<file path="src/rtl/prog_sequencer.sv">
// prog_sequencer
// ---------------------------------------------------------------------------
// Autonomous instruction feeder for the 8-register bus processor `proc`.
// Instruction words are fetched from a small synchronous program memory and
// handed to proc on DIN with a one-cycle Run pulse. For mvi (two words), the
// immediate word is fetched too and held on DIN during proc's load step. The
// sequencer then waits for Done before it moves to the next instruction.
//
// Instruction word: op = word[7:6] (00 mv, 01 mvi, 10 add, 11 sub),
//                   X = word[5:3], Y = word[2:0] (interpreted by proc only).
//
// Parameters
//   ADDR_W   program memory address width (depth 2**ADDR_W words)
//   TIMEOUT  cycles from the Run pulse until Error is raised if Done never
//            arrives
//
// Ports
//   clk          rising-edge clock
//   rst_n        asynchronous active-low reset (proc shares this net)
//   Start        begin execution at address 0 (only sampled when not Busy)
//   Halt         request a stop at the next instruction boundary
//   prog_len     number of program words, 0..2**ADDR_W
//   mem_addr     program memory address
//   mem_rd       memory read strobe; mem_data is valid the following cycle
//   mem_data     program memory read data
//   proc_DIN     data to proc (0 whenever the sequencer is not driving it)
//   proc_Run     one-cycle Run pulse to proc
//   proc_Done    Done from proc
//   pc           address of the next instruction word
//   instr_count  instructions completed since Start, saturating at 255
//   Busy         high in every state except IDLE / STOPPED / ERR
//   Finished     high in STOPPED
//   Error        high in ERR (Done did not arrive in time)
//   pass_count   (PROG_SEQ_LOOP_EN only) number of wraps back to address 0
//
// Build option
//   PROG_SEQ_LOOP_EN  when defined, reaching the end of the program wraps pc
//                     back to 0 and execution continues; pass_count counts
//                     the wraps and Halt is the only way out. When it is
//                     undefined, the end of the program goes to STOPPED.
// ---------------------------------------------------------------------------
module prog_sequencer #(
   parameter int ADDR_W  = 4,
   parameter int TIMEOUT = 6
) (
   input  logic              clk,
   input  logic              rst_n,
   input  logic              Start,
   input  logic              Halt,
   input  logic [ADDR_W:0]   prog_len,
   output logic [ADDR_W-1:0] mem_addr,
   output logic              mem_rd,
   input  logic [7:0]        mem_data,
   output logic [7:0]        proc_DIN,
   output logic              proc_Run,
   input  logic              proc_Done,
   output logic [ADDR_W:0]   pc,
   output logic [7:0]        instr_count,
   output logic              Busy,
   output logic              Finished,
   output logic              Error
`ifdef PROG_SEQ_LOOP_EN
   ,
   output logic [7:0]        pass_count
`endif
);

   typedef enum logic [3:0] {
      S_IDLE,
      S_STOPPED,
      S_ERR,
      S_FETCH,
      S_FWAIT,
      S_IFETCH,
      S_IWAIT,
      S_ISSUE,
      S_EXEC
   } state_t;

   localparam logic [1:0] OP_MVI = 2'b01;

   // The timeout counter is cleared in ISSUE and counts EXEC cycles. The
   // Run cycle and the cycle in which ERR is entered both count toward
   // TIMEOUT, so ERR is entered after the EXEC cycle in which the counter
   // equals TIMEOUT-2. Error therefore rises exactly TIMEOUT cycles after Run.
   localparam int TW = (TIMEOUT < 2) ? 1 : $clog2(TIMEOUT + 1);
   localparam logic [TW-1:0] TMO_LAST = TW'(TIMEOUT - 2);
   localparam logic [TW-1:0] TMO_ONE  = TW'(1);

   localparam logic [ADDR_W:0]   PC_ONE   = (ADDR_W + 1)'(1);
   localparam logic [ADDR_W:0]   PC_TWO   = (ADDR_W + 1)'(2);
   localparam logic [ADDR_W-1:0] ADDR_ONE = ADDR_W'(1);

   state_t            state, state_nxt;
   logic [7:0]        ir_buf, ir_buf_nxt;
   logic [7:0]        imm_buf, imm_buf_nxt;
   logic              halt_req, halt_req_nxt;
   logic [TW-1:0]     tmo_cnt, tmo_cnt_nxt;
   logic [ADDR_W:0]   pc_nxt;
   logic [7:0]        instr_count_nxt;
`ifdef PROG_SEQ_LOOP_EN
   logic [7:0]        pass_count_nxt;
`endif

   logic              is_busy;
   logic              ir_is_mvi;
   logic [ADDR_W:0]   pc_new;
   logic              at_end;
   logic              halt_eff;
   logic [7:0]        count_inc;

   // ------------------------------------------------------------------
   // Helper decodes shared by the next-state logic and the outputs
   // ------------------------------------------------------------------
   always_comb begin
      is_busy   = !((state == S_IDLE) || (state == S_STOPPED) || (state == S_ERR));
      ir_is_mvi = (ir_buf[7:6] == OP_MVI);
      // mvi occupies two words, so pc moves past the immediate as well.
      pc_new    = pc + (ir_is_mvi ? PC_TWO : PC_ONE);
      at_end    = (pc_new >= prog_len);
      // A Halt arriving in the Done cycle itself is honoured at that boundary.
      halt_eff  = halt_req || Halt;
      count_inc = (instr_count == 8'hFF) ? instr_count : instr_count + 8'd1;
   end

   // ------------------------------------------------------------------
   // State and datapath registers
   // ------------------------------------------------------------------
   always_ff @(posedge clk or negedge rst_n) begin
      if (!rst_n) begin
         state       <= S_IDLE;
         pc          <= '0;
         instr_count <= '0;
         ir_buf      <= '0;
         imm_buf     <= '0;
         halt_req    <= 1'b0;
         tmo_cnt     <= '0;
`ifdef PROG_SEQ_LOOP_EN
         pass_count  <= '0;
`endif
      end else begin
         state       <= state_nxt;
         pc          <= pc_nxt;
         instr_count <= instr_count_nxt;
         ir_buf      <= ir_buf_nxt;
         imm_buf     <= imm_buf_nxt;
         halt_req    <= halt_req_nxt;
         tmo_cnt     <= tmo_cnt_nxt;
`ifdef PROG_SEQ_LOOP_EN
         pass_count  <= pass_count_nxt;
`endif
      end
   end

   // ------------------------------------------------------------------
   // Next-state and register update logic
   // ------------------------------------------------------------------
   always_comb begin
      state_nxt       = state;
      pc_nxt          = pc;
      instr_count_nxt = instr_count;
      ir_buf_nxt      = ir_buf;
      imm_buf_nxt     = imm_buf;
      halt_req_nxt    = halt_req;
      tmo_cnt_nxt     = tmo_cnt;
`ifdef PROG_SEQ_LOOP_EN
      pass_count_nxt  = pass_count;
`endif

      // Halt is only latched while running. It is acted on at the next
      // Done boundary, because proc cannot be aborted mid-step.
      if (is_busy && Halt) begin
         halt_req_nxt = 1'b1;
      end

      unique case (state)
         S_IDLE, S_STOPPED, S_ERR: begin
            // If Start and Halt arrive together here, Start wins.
            if (Start) begin
               pc_nxt          = '0;
               instr_count_nxt = '0;
               halt_req_nxt    = 1'b0;
`ifdef PROG_SEQ_LOOP_EN
               pass_count_nxt  = '0;
`endif
               state_nxt       = (prog_len == '0) ? S_STOPPED : S_FETCH;
            end
         end

         S_FETCH: begin
            state_nxt = S_FWAIT;
         end

         S_FWAIT: begin
            ir_buf_nxt = mem_data;
            state_nxt  = (mem_data[7:6] == OP_MVI) ? S_IFETCH : S_ISSUE;
         end

         S_IFETCH: begin
            state_nxt = S_IWAIT;
         end

         S_IWAIT: begin
            imm_buf_nxt = mem_data;
            state_nxt   = S_ISSUE;
         end

         S_ISSUE: begin
            tmo_cnt_nxt = '0;
            state_nxt   = S_EXEC;
         end

         S_EXEC: begin
            tmo_cnt_nxt = tmo_cnt + TMO_ONE;
            if (proc_Done) begin
               pc_nxt          = pc_new;
               instr_count_nxt = count_inc;
               if (halt_eff) begin
                  state_nxt = S_STOPPED;
               end else if (at_end) begin
`ifdef PROG_SEQ_LOOP_EN
                  pc_nxt         = '0;
                  pass_count_nxt = pass_count + 8'd1;
                  state_nxt      = S_FETCH;
`else
                  state_nxt      = S_STOPPED;
`endif
               end else begin
                  state_nxt = S_FETCH;
               end
            end else if (tmo_cnt == TMO_LAST) begin
               state_nxt = S_ERR;
            end
         end

         default: begin
            state_nxt = S_IDLE;
         end
      endcase
   end

   // ------------------------------------------------------------------
   // Outputs: decoded from state and registered values only
   // ------------------------------------------------------------------
   always_comb begin
      mem_addr = '0;
      mem_rd   = 1'b0;
      proc_DIN = 8'h00;
      proc_Run = 1'b0;
      Busy     = is_busy;
      Finished = (state == S_STOPPED);
      Error    = (state == S_ERR);

      unique case (state)
         S_FETCH: begin
            mem_addr = pc[ADDR_W-1:0];
            mem_rd   = 1'b1;
         end
         S_IFETCH: begin
            // Wraps modulo the memory depth when mvi is the last word.
            mem_addr = pc[ADDR_W-1:0] + ADDR_ONE;
            mem_rd   = 1'b1;
         end
         S_ISSUE: begin
            proc_Run = 1'b1;
            proc_DIN = ir_buf;
         end
         S_EXEC: begin
            // proc loads the mvi immediate from DIN in its first step.
            proc_DIN = ir_is_mvi ? imm_buf : 8'h00;
         end
         default: begin
         end
      endcase
   end

endmodule
</file>
<file path="config.mk">
export PLATFORM = sky130hd
export DESIGN_NAME = prog_sequencer
export DESIGN_NICKNAME = d
export VERILOG_FILES = /design/src/rtl/prog_sequencer.sv
export SDC_FILE = /design/constraint.sdc
export NUM_CORES = 1
export LEC_CHECK = 0
export ABC_CLOCK_PERIOD_IN_PS = 2700
export CORE_UTILIZATION = 36
export DETAILED_ROUTE_END_ITERATION = 8
export GPL_TIMING_DRIVEN = 0
export SETUP_SLACK_MARGIN = 0.15
export SLEW_MARGIN = 20
export SYNTH_ARGS = -nofsm -noshare
export SYNTH_HDL_FRONTEND = slang
export SYNTH_SLANG_ARGS = --single-unit
</file>
<file path="constraint.sdc">
create_clock -name clk -period 2.7 [get_ports clk]
set_input_delay 0.27 -clock clk [delete_from_list [all_inputs] [get_ports clk]]
set_output_delay 0.27 -clock clk [all_outputs]
set_load 0.03 [all_outputs]
</file>
Word level (Yosys, flattened, before mapping)
Cells that the tools add are included.

storage, ports and cells
  bits of input ports = 18
  register bits = 37
  output and inout port bits = 30

cells by class
  $add $sub $neg = 4
  mux-type cells = 25
  eq/ne operators = 16
  reductions and logical operators = 14
  magnitude comparators = 1

operator list
  operator                                                                count
  8-bit 2-to-1 mux                                                        4
  8-bit one-hot mux with 2 select lines                                   2
  4-bit one-hot mux with 7 select lines                                   1
  4-bit by 3-bit equality test with 1-bit output (second input constant)  4
  4-bit 2-to-1 mux                                                        3
  2-bit 2-to-1 mux                                                        5
  5-bit 2-to-1 mux                                                        2
  5-bit one-hot mux with 2 select lines                                   1
  8-bit by 1-bit adder with 8-bit output (second input constant)          1
  4-bit by 2-bit equality test with 1-bit output (second input constant)  2
  8-bit equality test (second input constant)                             1
  4-bit one-hot mux with 2 select lines                                   1
  2-bit inequality test (second input constant)                           3
  3-bit one-hot mux with 2 select lines                                   1
  5-bit by 2-bit adder with 5-bit output                                  1
  5-bit >= comparator                                                     1
  5-bit zero test                                                         1
  1-bit 2-to-1 mux                                                        5
  4-bit by 1-bit adder with 4-bit output (second input constant)          1
  2-bit by 1-bit equality test with 1-bit output (second input constant)  2
  4-bit by 1-bit equality test with 1-bit output (second input constant)  1
  4-bit equality test (second input constant)                             1
  4-bit zero test                                                         1
  4-bit AND reduction                                                     1
  other kinds (11)                                                        14

Depth between registers and ports, before layout
Gate-level depths: netlist of run 1.

  depth in word-level cells = 8
  depth in mapped cells = 13
  gate-level depth less buffers = 13

Worst setup path before layout of run 1
OpenSTA, ideal clock, no wires.

  kind = reg2reg
  start point = register ir_buf[7]
  end point = register state[1]
  library setup time = 0.138 ns
  arrival = 2.340 ns
  stages on the path, launching flop included = 14
  setup slack = 0.222 ns
  clock period less this slack = 2.478 ns
  cells stage by stage = dfrtp_1 nor2b_1 inv_1 ha_1 ha_1 a21oi_1 nor2_1 xor2_1 ha_1 nand2_1 nand3_1 a31oi_1 o41ai_1 o21ai_0

on the way
  word-level cells in the longest chain between the ends = 8

RTL lines
  what                                            RTL line  text
  start: declaration                              95        logic [7:0] ir_buf, ir_buf_nxt;
  start signal: assignment                        145       ir_buf <= ir_buf_nxt;
  2-bit by 1-bit equality test with 1-bit output  117       ir_is_mvi = (ir_buf[7:6] == OP_MVI);
  2-bit 2-to-1 mux                                119       pc_new = pc + (ir_is_mvi ? PC_TWO : PC_ONE);
  5-bit by 2-bit adder with 5-bit output          119
  5-bit >= comparator                             120       at_end = (pc_new >= prog_len);
  2-bit 2-to-1 mux                                220       end else if (at_end) begin
  2-bit 2-to-1 mux                                218       if (halt_eff) begin
  4-bit 2-to-1 mux                                215       if (proc_Done) begin
  4-bit one-hot mux with 7 select lines           176       unique case (state)
  end signal: assignment                          142       state <= state_nxt;
  end: declaration                                94        state_t state, state_nxt;

No other way between the ends.
A chain may end at the register's enable or synchronous reset.

Worst setup path after layout of run 1
Same ends and word-level chain as after synthesis.

==> run summary, run 1 <==
status - completed
layout cells sized above 1 - 0.176
number of port buffers - 47
commonest non-fill, non-tap cell in the layout - dfrtp_1
Slew @ Worst Pin - 685 ps
Num CTS Buffers - 5
Max-Cap Viols - 0
fillers - 551
unrepaired setup endpoints after global routing - yes
Die Y - 79.0 µm
Final Total Pwr - 0.00266 W
TritonCTS sink count - 37
crit path cell chain - nor2b_2 -> inv_2 -> ha_1 -> ha_1 -> a21oi_2 -> nor2_1 -> xor2_1 -> ha_1 -> nand2_1 -> nand3_1 -> a31oi_1 -> o41ai_2 -> o21ai_0
ys async rst share - 1.00
post-route ant nets - 0
Placed Cells - 334
Yosys reg bits - 37
starting DRC count in detailed routing - 95
Crit path max-delay family - adder cells
Boundary Pins - 48
Seq. cell area - 926 µm²
most used cell, CP - ha_1
number of enable flip-flop cells after synthesis - 0
# nets final - 301
Mapped Nets - 243
routed len/inst - 14.0 µm
Multi-input gate area - 1180 µm²
Crit. End Element - register
post-synthesis area per instance - 9.99 µm²
Pleak - 1.36 nW
Synth Warn # - 0
Worst setup SP type - register
crit share post-route - 0.914
Core Util, Final - 0.518
GRT Total Usage - 0.171
root buf cell - clkbuf_8
Yosys top cell area share - 0.433
reg2reg path depth - 13
largest net degree at the start of global routing - 26
GP Congestion - 0.713
Fin. Hold Viols - 0
die outline width - 79.0 µm
sequential fraction of the synthesis area - 0.433
first-pass GRT wire length - 8430 µm
Max Root-Sink Buffers - 2
worst skew pair latency - 290 ps
Worst Skew - 6.99 ps
maximum VDD drop - 0.000613 V
vias in the first global route - 1819
CP max-delay cell - dfrtp_1
Detailed Route WL - 4850 µm
first-pass iteration count of the detailed router - 4
type of the worst min-delay path - input pin to asynchronous set/reset pin
count of final max-slew check failures - 0
most frequent cells in the layout - 37 x dfrtp_1, 34 x clkdlybuf4s50_1, 20 x nand2_1
WP data arrival - 2630 ps
pwr dens - 916 nW/µm²
die area - 6250 µm²
slew margin rel. - 0.542
Final min period - 2470 ps
CP bufs+invs - 1
CP required - 2860 ps
Setup Viol. Count Final - 0
Overflow after GRT - 0
Via Count - 1775
f_max - 405 MHz
# rows - 27
initial core utilization - 0.381
WHS - 403 ps
Final HPWL DP - 3550 µm
instance count of the mapped netlist - 214
Core ar. - 5610 µm²
RR Endpoint - state[1]$_DFFE_PN0P_
worst r2r src - ir_buf[7]$_DFFE_PN0P_
area leader, netlist - dfrtp_1
area grow syn2layout - 36.0%
CP max FO - 3
final non-filler cell total - 345
CTS tree - done
Synth area leaders - dfrtp_1 43%, mux2_2 8.4%, ha_1 6.4%
# DRC - 0
# diodes - 0
library cells used by synthesis - 40
htree depth - 2
Reg2Reg Setup Slack - 230 ps
Reg clk slew, reported paths - 70 ps
Main synth FF type - dfrtp_1
kind of critical path - register to register
initial antenna violation count - 0
Post-Route Setup TNS - 0 ps
CP peak stage delay - 400 ps
synthesized area - 2140 µm²
via/cell ratio - 5.14
per-stage QoR:
step	worst slack [ps]	cell area [µm²]
floorplan	222	2140
CTS	162	2870
detailed placement	-74.5	2720
global placement	-49.9	2700
global route	80.6	2910
finish	232	2910
logic make-up (layout without fill, tap and decap cells):
logic type / after synthesis / count (layout) / share of synthesized area
AND/OR/NAND/NOR: 68 / 68 / 0.157
AO/OA/AOI/OAI: 53 / 53 / 0.180
flip-flops: 37 / 37 / 0.433
multiplexers: 19 / 19 / 0.0984
buffers and inverters: 18 / 77 / 0.0328
adder cells (fa/ha/maj): 12 / 12 / 0.0691
XOR/XNOR: 7 / 7 / 0.0287
layout make-up:
cell class              instances  share of cell area
repair buffers                 51               0.177
multi-input cells             159               0.407
plain buffers                   7              0.0116
clock buffers                   7              0.0297
inverters                      11              0.0142
flip-flops and latches         37               0.319
clock inverters                 1              0.0103
well taps                      72              0.0310
layer usage:
layer | wire (µm) | share of wire | global-route usage
met1 | 2280 | 0.47 | 0.220
met2 | 2200 | 0.45 | 0.277
met3 | 324 | 0.067 | 0.0517
met4 | 44 | 0.0091 | 0.0509
met5 | 0 | 0 | 0
registers in the layout, summed over array words and instances (netlist names):
signal	count
imm_buf	8
ir_buf	8
halt_req	1
state	4
pc	5
tmo_cnt	3
instr_count	8
power breakdown:
part,internal (W),total [W],switching [W]
Sequential,0.000726,0.000838,0.000112
Combinational,0.000561,0.00132,0.000759
Clock,0.000301,0.000504,0.000203
Total,0.00159,0.00266,0.00107
synth_stat cells, types with 2 or more instances:
library cell,n
dfrtp_1,37
nand2_1,20
nor2_1,19
mux2_2,16
a22o_1,15
a21oi_1,13
ha_1,11
inv_1,11
o21ai_0,8
nand2b_1,5
clkbuf_1,4
nor3_1,4
xnor2_1,4
a21o_1,3
a22oi_1,3
and3_1,3
mux2i_1,3
nand3_1,3
nor2b_1,3
nor4b_1,3
xor2_1,3
a31o_1,2
buf_2,2
nand4_1,2
nor3b_1,2
what timing repair did:
item | in CTS | in global routing
setup buffers | 2 | 0
pin swaps | 1 | 0
endpoints found under the hold margin | 12 | 0
endpoints found under the setup margin | 16 | 15
resized for setup | 17 | 19
hold buffers | 1 | 0
gates cloned | 0 | 0
worst max path at each step:
stage | from | to | cells past startpoint
final | ir_buf[7]$_DFFE_PN0P_ | state[1]$_DFFE_PN0P_ | 13
after global routing | ir_buf[7]$_DFFE_PN0P_ | state[1]$_DFFE_PN0P_ | 13
after CTS | ir_buf[7]$_DFFE_PN0P_ | state[1]$_DFFE_PN0P_ | 13
after detailed placement | ir_buf[7]$_DFFE_PN0P_ | state[1]$_DFFE_PN0P_ | 13
after global placement | state[1]$_DFFE_PN0P_ | proc_DIN[7] | 5
after floorplan | ir_buf[7]$_DFFE_PN0P_ | state[1]$_DFFE_PN0P_ | 13
No activity file was read; power rests on OpenSTA's default activity.
==> run 2: changes to the inputs <==
CORE_ASPECT_RATIO = 1.5   (was unset)
RECOVER_POWER = 50   (was unset)
==> run 2 against run 1 <==
  * Critical path depth down 9
  * Maximum frequency grew 1.6%
  * Design area decreased by 1.5%
  * Combinational power is essentially flat
  * Critical endpoint is now Busy
  * Largest cell class unchanged
==> run summary, run 2 (synthesis gave the netlist of run 1 again) <==
Max-Cap Viols - 0 (unchanged)
CP max FO - 10 (was 3)
Clk network pwr share - 0.185 (was 0.189)
Max Root-Sink Buffers - 2 (unchanged)
Crit path max-delay family - buffers and inverters (was adder cells)
TritonCTS sink count - 37 (unchanged)
pwr dens - 930 nW/µm² (was 916 nW/µm²)
largest net degree at the start of global routing - 31 (was 26)
crit path cell chain - clkbuf_2 -> a211oi_2 -> inv_1 -> clkdlybuf4s50_1 (was nor2b_2 -> inv_2 -> ha_1 -> ha_1 -> a21oi_2 -> nor2_1 -> xor2_1 -> ha_1 -> nand2_1 -> nand3_1 -> a31oi_1 -> o41ai_2 -> o21ai_0)
most frequent cells in the layout - 37 x dfrtp_1, 25 x clkdlybuf4s50_1, 20 x nand2_1 (was 37 x dfrtp_1, 34 x clkdlybuf4s50_1, 20 x nand2_1)
Top Registers - imm_buf x8, instr_count x8, ir_buf x8 (unchanged)
CP max-delay cell - clkdlybuf4s50_1 (was dfrtp_1)
root buf cell - clkbuf_8 (unchanged)
WP data arrival - 2160 ps (was 2630 ps)
crit share post-route - 0.900 (was 0.914)
Comb pwr share - 0.502 (was 0.496)
Core ar. - 5740 µm² (was 5610 µm²)
# nets final - 302 (was 301)
Boundary Pins - 48 (unchanged)
# DRC - 0 (unchanged)
die outline width - 64.9 µm (was 79.0 µm)
f_max - 412 MHz (was 405 MHz)
Reg clk slew, reported paths - 80 ps (was 70 ps)
die area - 6250 µm² (about the same)
Detailed Route WL - 5080 µm (was 4850 µm)
Post-Route Setup TNS - 0 ps (unchanged)
GP Congestion - 0.795 (was 0.713)
area grow syn2layout - 33.9% (was 36.0%)
count of final max-slew check failures - 0 (unchanged)
Crit. End Element - output port (was register)
CP bufs+invs - 3 (was 1)
commonest non-fill, non-tap cell in the layout - dfrtp_1 (unchanged)
Multi-input gate area - 1180 µm² (unchanged)
Slew @ Worst Pin - 1380 ps (was 685 ps)
Worst Skew - 6.71 ps (was 6.99 ps)
Final HPWL DP - 3780 µm (was 3550 µm)
routed len/inst - 14.7 µm (was 14.0 µm)
Via Count - 1821 (was 1775)
starting DRC count in detailed routing - 36 (was 95)
Reg2Reg Setup Slack - 280 ps (was 230 ps)
number of port buffers - 47 (unchanged)
final non-filler cell total - 346 (was 345)
Seq pwr share - 0.312 (was 0.315)
htree depth - 2 (unchanged)
GRT Total Usage - 0.175 (was 0.171)
CP required - 2430 ps (was 2860 ps)
worst r2r src - ir_buf[7]$_DFFE_PN0P_ (unchanged)
Seq. cell area - 926 µm² (unchanged)
worst skew pair latency - 290 ps (about the same)
layout cells sized above 1 - 0.193 (was 0.176)
Fin. Hold Viols - 0 (unchanged)
Die Y - 96.4 µm (was 79.0 µm)
CTS tree - done (unchanged)
reg2reg path depth - 13 (unchanged)
Pleak - 1.35 nW (was 1.36 nW)
# diodes - 0 (unchanged)
Final min period - 2430 ps (was 2470 ps)
slew margin rel. - 0.0785 (was 0.542)
sw power - 0.00109 W (was 0.00107 W)
fillers - 563 (was 551)
maximum VDD drop - 0.000555 V (was 0.000613 V)
Int Power - 0.00157 W (was 0.00159 W)
Placed Cells - 334 (unchanged)
CP peak stage delay - 630 ps (was 400 ps)
Final Total Pwr - 0.00266 W (about the same)
sw frac - 0.411 (was 0.403)
first-pass GRT wire length - 8320 µm (was 8430 µm)
RR Endpoint - state[1]$_DFFE_PN0P_ (unchanged)
unrepaired setup endpoints after global routing - yes (unchanged)
initial antenna violation count - 0 (unchanged)
status - completed (unchanged)
Setup Viol. Count Final - 0 (unchanged)
first-pass iteration count of the detailed router - 4 (unchanged)
kind of critical path - register to output port (was register to register)
Num CTS Buffers - 5 (unchanged)
initial core utilization - 0.372 (was 0.381)
# rows - 34 (was 27)
Worst setup SP type - register (unchanged)
vias in the first global route - 1787 (was 1819)
via/cell ratio - 5.26 (was 5.14)
Overflow after GRT - 0 (unchanged)
post-route ant nets - 0 (unchanged)
type of the worst min-delay path - input pin to asynchronous set/reset pin (unchanged)
==> run 2: cell types whose count changed in the layout (fill, tap and decap cells not counted), sizes merged <==
cell / previous run / this run
clkinv: 0 / 1
clkinvlp: 0 / 1
dlymetal6s2s: 4 / 1
clkdlybuf4s15: 7 / 0
dlymetal6s4s: 0 / 1
buf: 7 / 5
clkdlybuf4s50: 34 / 25
dlygate4sd3: 1 / 13
clkbuf: 12 / 19
==> run 2: what timing repair did <==
action                                  in CTS  in global routing
buffers inserted                             3                  0
endpoints found under the hold margin        7                  0
endpoints found under the setup margin      16                 15
hold buffers                                 1                  0
gates resized for setup                     21                 21
pin swaps                                    3                  1
==> run 2: how the worst max path moves through the flow <==
stage                                     start                   end  slack [ps]  depth (start not counted)
final                      state[2]$_DFFE_PN0P_                  Busy         270                          4
after global routing                      rst_n  state[0]$_DFFE_PN0P_          90                          3
after CTS                  state[0]$_DFFE_PN0P_              proc_Run         150                          5
after detailed placement  ir_buf[7]$_DFFE_PN0P_  state[1]$_DFFE_PN0P_        -230                         13
after global placement    ir_buf[7]$_DFFE_PN0P_  state[1]$_DFFE_PN0P_        -180                         13
after floorplan           ir_buf[7]$_DFFE_PN0P_  state[1]$_DFFE_PN0P_         220                         13
==> run 2: worst reg2reg max path, cell delays in order (launching register included) <==
cell and delay [ps]:
dfrtp_1 410, nor2b_4 140, inv_2 70, ha_2 180, ha_1 200, a21oi_4 170, nor2_1 70, xor2_1 160
ha_1 320, nand2_1 60, nand3_1 80, a31oi_1 50, o41ai_1 270, o21ai_1 120
==> run 2: power by group through the flow <==
| stage | Clock (W) | Sequential (W) | Combinational [W] |
|---|---|---|---|
| after global placement | 0 | 0.000836 | 0.00127 |
| after detailed placement | 0 | 0.000844 | 0.00129 |
| after CTS | 0.000512 | 0.000833 | 0.00135 |
| final | 0.000493 | 0.000831 | 0.00134 |
| after global routing | 0.000525 | 0.000856 | 0.00147 |
| after floorplan | 0 | 0.000821 | 0.000904 |
==> run 2: routing by layer <==
| metal | part of all wire | GRT usage | wire length, µm | vias to the layer above |
|---|---|---|---|---|
| met2 | 0.54 | 0.313 | 2730 | 33 |
| li1 | - | - | - | 889 |
| met1 | 0.42 | 0.209 | 2150 | 893 |
| met4 | 0.017 | 0.0593 | 85 | 0 |
| met3 | 0.022 | 0.0296 | 112 | 6 |
| met5 | 0 | 0 | 0 | - |
==> run 2: cell type report <==
| class | instances | area share |
|---|---|---|
| Multi-Input combinational cell | 159 | 0.414 |
| Sequential cell | 37 | 0.324 |
| Timing Repair Buffer | 52 | 0.165 |
| Tap cell | 72 | 0.0315 |
| Clock buffer | 5 | 0.0240 |
| Clock inverter | 3 | 0.0162 |
| Inverter | 11 | 0.0144 |
| Buffer | 7 | 0.0118 |
==> run 2: stage by stage <==
stage / util / cell area [µm²] / hold WS (ps) / setup slack (ps)
after floorplan: - / 2140 / -25.6 / 222
after global placement: 0.470 / 2700 / 482 / -175
after detailed placement: 0.473 / 2720 / 145 / -233
after CTS: 0.503 / 2890 / 356 / 154
after global routing: 0.498 / 2860 / 486 / 87.0
final: 0.498 / 2860 / 435 / 270
